===== src/rtl/kan_pkg.sv =====
// Shared types for the KAN inter-layer stream blocks:
// reader state encoding and the queue entry layout {last, data}.
package kan_pkg;

    localparam int DWIDTH_DEF = 16;

    typedef enum logic [2:0] {
        ST_IDLE,
        ST_REWIND,
        ST_STREAM,
        ST_DRAIN,
        ST_DONE
    } rd_state_e;

    typedef struct packed {
        logic                  last;
        logic [DWIDTH_DEF-1:0] data;
    } q_entry_t;

endpackage


===== src/rtl/fifo_replay_reader_if.sv =====
// Valid/ready word stream carrying a last-of-pass tag.
interface fifo_replay_reader_if
    import kan_pkg::*;
#(
    parameter int DW = DWIDTH_DEF
);

    logic [DW-1:0] data;
    logic          last;
    logic          valid;
    logic          ready;

    modport master (output data, last, valid, input ready);
    modport slave  (input data, last, valid, output ready);

endinterface


===== src/rtl/fifo_replay_reader_queue.sv =====
// First-word-fall-through synchronous queue of {last, data} entries
// with an occupancy count; shared by the stream blocks.
module stream_queue
    import kan_pkg::*;
#(
    parameter int DW     = DWIDTH_DEF,
    parameter int QDEPTH = 4
) (
    input  logic                       clk_i,
    input  logic                       rst_ni,
    input  logic                       push_i,
    input  logic [DW:0]                entry_i,
    output logic [$clog2(QDEPTH):0]    count_o,
    fifo_replay_reader_if.master       deq
);

    localparam int AW = $clog2(QDEPTH);
    localparam int CW = AW + 1;

    logic [DW:0]   mem_q [QDEPTH];
    logic [AW-1:0] wr_q, wr_d, rd_q, rd_d;
    logic [CW-1:0] cnt_q, cnt_d;
    logic          pop;

    assign deq.valid = (cnt_q != '0);
    assign deq.data  = mem_q[rd_q][DW-1:0];
    assign deq.last  = mem_q[rd_q][DW];
    assign pop       = deq.valid & deq.ready;
    assign count_o   = cnt_q;

    always_comb begin
        wr_d  = push_i ? wr_q + AW'(1) : wr_q;
        rd_d  = pop ? rd_q + AW'(1) : rd_q;
        cnt_d = cnt_q + CW'(push_i) - CW'(pop);
    end

    always_ff @(posedge clk_i) begin
        if (!rst_ni) begin
            wr_q  <= '0;
            rd_q  <= '0;
            cnt_q <= '0;
        end else begin
            wr_q  <= wr_d;
            rd_q  <= rd_d;
            cnt_q <= cnt_d;
        end
    end

    always_ff @(posedge clk_i) begin
        if (push_i) mem_q[wr_q] <= entry_i;
    end

    // Read credit upstream must make a push into a full queue impossible.
    a_no_overflow: assert property (
        @(posedge clk_i) disable iff (!rst_ni)
        !(push_i && cnt_q == CW'(QDEPTH))
    );

endmodule


===== src/rtl/fifo_replay_reader.sv =====
// Read-side controller for the rewindable stream FIFO: replays its
// contents a run-time number of passes onto a valid/ready stream.
module fifo_replay_reader
    import kan_pkg::*;
#(
    parameter int DWIDTH = DWIDTH_DEF,
    parameter int PWIDTH = 8,
    parameter int QDEPTH = 4
) (
    input  logic              iclk,
    input  logic              iresetn,
    input  logic              istart,
    input  logic [PWIDTH-1:0] ipasses,
    output logic              ofifo_read,
    output logic              ofifo_rrst,
    input  logic [DWIDTH-1:0] ififo_data,
    input  logic              ififo_end,
    output logic [DWIDTH-1:0] odata,
    output logic              ovalid,
    input  logic              iready,
    output logic              olast,
    output logic              olast_pass,
    output logic              obusy,
    output logic              odone
);

    localparam int CW = $clog2(QDEPTH) + 1;

    rd_state_e         state_q, state_d;
    logic [PWIDTH-1:0] pass_q, pass_d;
    logic [PWIDTH-1:0] cnt_q, cnt_d;
    logic [1:0]        infl_q, infl_d;
    logic [CW-1:0]     occ;
    logic              capture;
    logic              credit;
    logic              more;
    logic              drained;

    fifo_replay_reader_if #(.DW(DWIDTH)) sq ();

    assign sq.ready = iready;

    stream_queue #(
        .DW     (DWIDTH),
        .QDEPTH (QDEPTH)
    ) u_queue (
        .clk_i   (iclk),
        .rst_ni  (iresetn),
        .push_i  (capture),
        .entry_i ({ififo_end, ififo_data}),
        .count_o (occ),
        .deq     (sq)
    );

    // FIFO data lands one cycle after its read strobe.
    assign capture = (state_q == ST_STREAM) && (infl_q != '0);
    assign credit  = ({1'b0, occ} + (CW+1)'(infl_q)) < (CW+1)'(QDEPTH);
    assign more    = ((PWIDTH+1)'(pass_q) + (PWIDTH+1)'(1))
                     < (PWIDTH+1)'(cnt_q);
    assign drained = (occ == '0);

    always_ff @(posedge iclk) begin
        if (!iresetn) state_q <= ST_IDLE;
        else          state_q <= state_d;
    end

    always_comb begin
        state_d = state_q;
        unique case (state_q)
            ST_IDLE: begin
                if (istart)
                    state_d = (ipasses != '0) ? ST_REWIND : ST_DONE;
            end
            ST_REWIND: state_d = ST_STREAM;
            ST_STREAM: begin
                if (ififo_end && infl_q == '0) state_d = ST_DRAIN;
            end
            ST_DRAIN: begin
                if (drained) state_d = more ? ST_REWIND : ST_DONE;
            end
            ST_DONE: state_d = ST_IDLE;
            default: state_d = ST_IDLE;
        endcase
    end

    always_comb begin
        ofifo_rrst = 1'b0;
        ofifo_read = 1'b0;
        odone      = 1'b0;
        obusy      = 1'b1;
        unique case (state_q)
            ST_IDLE:   obusy      = 1'b0;
            ST_REWIND: ofifo_rrst = 1'b1;
            ST_STREAM: ofifo_read = ~ififo_end & credit;
            ST_DONE:   odone      = 1'b1;
            default:   ;
        endcase
    end

    always_comb begin
        pass_d = pass_q;
        cnt_d  = cnt_q;
        infl_d = infl_q + 2'(ofifo_read) - 2'(capture);
        if (state_q == ST_IDLE && istart) begin
            cnt_d  = ipasses;
            pass_d = '0;
        end
        if (state_q == ST_DRAIN && drained && more)
            pass_d = pass_q + PWIDTH'(1);
    end

    always_ff @(posedge iclk) begin
        if (!iresetn) begin
            pass_q <= '0;
            cnt_q  <= '0;
            infl_q <= '0;
        end else begin
            pass_q <= pass_d;
            cnt_q  <= cnt_d;
            infl_q <= infl_d;
        end
    end

    assign ovalid     = sq.valid;
    assign odata      = ovalid ? sq.data : '0;
    assign olast      = ovalid & sq.last;
    // The pass index only moves once the queue is empty, so this is stable.
    assign olast_pass = ovalid & (pass_q == cnt_q - PWIDTH'(1));

endmodule


===== config.mk =====
export PLATFORM = sky130hd
export DESIGN_NAME = fifo_replay_reader
export DESIGN_NICKNAME = d
export VERILOG_FILES = /design/src/rtl/kan_pkg.sv /design/src/rtl/fifo_replay_reader_if.sv /design/src/rtl/fifo_replay_reader_queue.sv /design/src/rtl/fifo_replay_reader.sv
export SDC_FILE = /design/constraint.sdc
export NUM_CORES = 1
export LEC_CHECK = 0
export CAP_MARGIN = 20
export CORE_MARGIN = 2
export CORE_UTILIZATION = 55
export CTS_BUF_LIST = sky130_fd_sc_hd__clkbuf_4
export DETAILED_ROUTE_END_ITERATION = 10
export PLACE_DENSITY = 0.89
export SLEW_MARGIN = 15
export SYNTH_ARGS = -nofsm -noshare
export SYNTH_HDL_FRONTEND = slang
export SYNTH_HIERARCHICAL = 1
export SYNTH_SLANG_ARGS = --single-unit
export TNS_END_PERCENT = 5

===== constraint.sdc =====
create_clock -name iclk -period 3.2 [get_ports iclk]
set_clock_uncertainty 0.2 [all_clocks]
set_input_delay 0.64 -clock iclk [delete_from_list [all_inputs] [get_ports iclk]]
set_output_delay 0.64 -clock iclk [all_outputs]
set_load 0.05 [all_outputs]

==> flow_summary.json <==
{
  "clock_latency_ps": 440,
  "hold_viol": 0,
  "die_width_um": 96.4,
  "ys_top_cells_by_count": "edfxtp_1, dfxtp_1, and2_1, nand2_1, ha_1",
  "drive_gt1_frac": 0.176,
  "drv_slew": 0,
  "worst_slack_ps": 137,
  "cp-start-kind": "flip-flop",
  "die_area_um2": 9290,
  "gr-usage-all-layers": 0.212,
  "hold_ws_ps": 290,
  "cts.path.max_buffers": 2,
  "grt_overflow_total": 0,
  "async_reset_ff_frac": 0,
  "nFillCells": 586,
  "htreeDepth": 3,
  "arrival_ps": 2220,
  "yosysWarnings": 6,
  "synth_top_area_share": 0.435,
  "cts_sinks": 98,
  "port_buffers": 51,
  "yosysMostFrequentCell": "edfxtp_1",
  "slew_headroom": 0.613,
  "cts.clk_slew.worst_paths_ps": 150,
  "place_hpwl_um": 6420,
  "num_io_pins": 52,
  "antenna_found_initial": 0,
  "holdPathStages": 2,
  "die_y_um": 96.4,
  "ir_worst_vdd_v": 0.000447,
  "n_antenna_cell": 0,
  "synth_nets": 407,
  "p_leak_uw": 0.00199,
  "min_path_type": "reg -> reg",
  "drtPass1Iterations": 4,
  "ant_nets": 0,
  "post_cts_buffers": 0,
  "synthFlopType": "edfxtp_1",
  "grt_max_degree": 21,
  "drt-vias-per-instance": 5.85,
  "rows": 33,
  "grt_pass1_wl_um": 14800,
  "fmax_ghz": 0.326,
  "period_share": 0.957,
  "start_util": 0.569,
  "critPathKind": "reg -> out",
  "rsz0062_at_grt": "no",
  "gp_congestion": 0.904,
  "setup_viol": 0,
  "grt_pass1_vias": 3028,
  "cts_tree": "done",
  "drtIter0Drc": 248,
  "avgSynthCellArea_um2": 13.1,
  "ys_ff_latch": 98,
  "regArea_um2": 2650,
  "endpoint_kind": "output pin",
  "synth.largest_area_cell": "edfxtp_1",
  "crit_fanout": 10,
  "syn-cell-area_um2": 4700,
  "route.vias.total": 3078,
  "layout.nets": 465,
  "cts_buffers": 9,
  "ff2ff_path_depth": 10,
  "synthTopCellsByArea": "edfxtp_1, dfxtp_1, ha_1",
  "setup_tns_ps": 0,
  "status": "completed",
  "dp_slack_ps": 219,
  "post-route-util": 0.661,
  "drt_wl_total_um": 9040,
  "multi_input_area_um2": 1880,
  "cts_hold_buf": 0,
  "drv_cap": 0,
  "tightest_slew_ps": 575,
  "cts_root_buf": "clkbuf_4",
  "synth_edf_count": 68,
  "wl_per_cell_um": 17.2,
  "synth_cell_types": 54,
  "core_area_um2": 8260,
  "synth-seq-area-share": 0.563,
  "remaining_drc_errors": 0,
  "syn_to_final_growth_pct": 16.2,
  "period_needed_ps": 3060,
  "cellPowerDensity_nw_per_um2": 679,
  "cp.required_ps": 2360,
  "syn_inst": 358
}
-- layout make-up --
| type | instances | area share |
|---|---|---|
| clock buffers | 9 | 0.0124 |
| clock inverters | 7 | 0.0147 |
| multi-input cells | 225 | 0.344 |
| inverters | 18 | 0.0124 |
| flip-flops and latches | 98 | 0.485 |
| well taps | 105 | 0.0241 |
| repair buffers | 64 | 0.107 |
-- per-layer routing --
metal | up-vias | share of wire | track usage
li1 | 1444 | - | -
met1 | 1529 | 0.42 | 0.279
met2 | 90 | 0.51 | 0.358
met3 | 15 | 0.053 | 0.0411
met4 | 0 | 0.017 | 0.0681
met5 | - | 0 | 0
-- critical path, stage by stage (launching register included) --
cell	delay, ps
dfxtp_1	510
or3b_1	400
or4_1	430
a31oi_2	270
buf_12	180
-- report_power, final --
group	switching (µW)	leakage [µW]	total, µW	internal (µW)
Combinational	956	0.00105	1530	578
Clock	426	0.0000813	680	253
Sequential	78.1	0.000857	1490	1420
Total	1460	0.00199	3710	2250
-- worst paths after layout --
path,start,to,slack [ps]
max reg2reg,pass_q[0]$_SDFFE_PN0P_,pass_q[5]$_SDFFE_PN0P_,230
min reg2reg,u_queue/rd_q[1]$_SDFFE_PN0P_,flip-flop,290
max,state_q[1]$_SDFFE_PN0P_,ofifo_read,140
min,u_queue/rd_q[1]$_SDFFE_PN0P_,flip-flop,290
-- timing repair --
item                                    in CTS  in global routing
endpoints found under the setup margin       0                 10
resized for setup                            0                  4
hold endpoints to repair                     0                  0
-- cell families (layout without fill, tap and decap cells) --
group,count (synthesis),count (layout),share of synthesized area
AOI/OAI and AO/OA,42,42,0.0663
muxes,21,21,0.0957
DFF,98,98,0.563
buffers and inverters,35,98,0.0392
and+or+nand+nor,122,122,0.141
adders and majority gates,20,20,0.0549
xor gates and xnor gates,20,20,0.0402
-- layout by cell type, fill, tap and decap left out, types with 5 or more instances in the layout --
master,count
edfxtp_1,68
clkdlybuf4s50_1,32
buf_4,30
nand2_1,28
and2_1,28
dfxtp_1,28
ha_1,19
inv_1,17
nand3_1,15
a21oi_1,13
nor3_1,10
nor2_1,10
xnor2_1,10
mux4_2,10
xor2_1,9
clkbuf_4,9
mux4_1,7
o211ai_1,6
o21ai_0,5
-- flip-flops by register name, indices dropped and copies added, names as in the netlist, named ones only --
signal and flops:
u_queue/wr_q 2, pass_q 8, u_queue/rd_q 2, u_queue/mem_q 68
infl_q 2, cnt_q 8, state_q 3, u_queue/count_o 3
-- through the flow --
| step | total power (µW) | instance area (µm²) | instances |
|---|---|---|---|
| detailed placement | 3050 | 5300 | 510 |
| global placement | 3020 | 5300 | 510 |
| global route | 3890 | 5460 | 526 |
| finish | 3710 | 5460 | 526 |
| floorplan | 2640 | 4700 | 358 |
| CTS | 3720 | 5440 | 526 |
(Power assumes the default switching activity.)
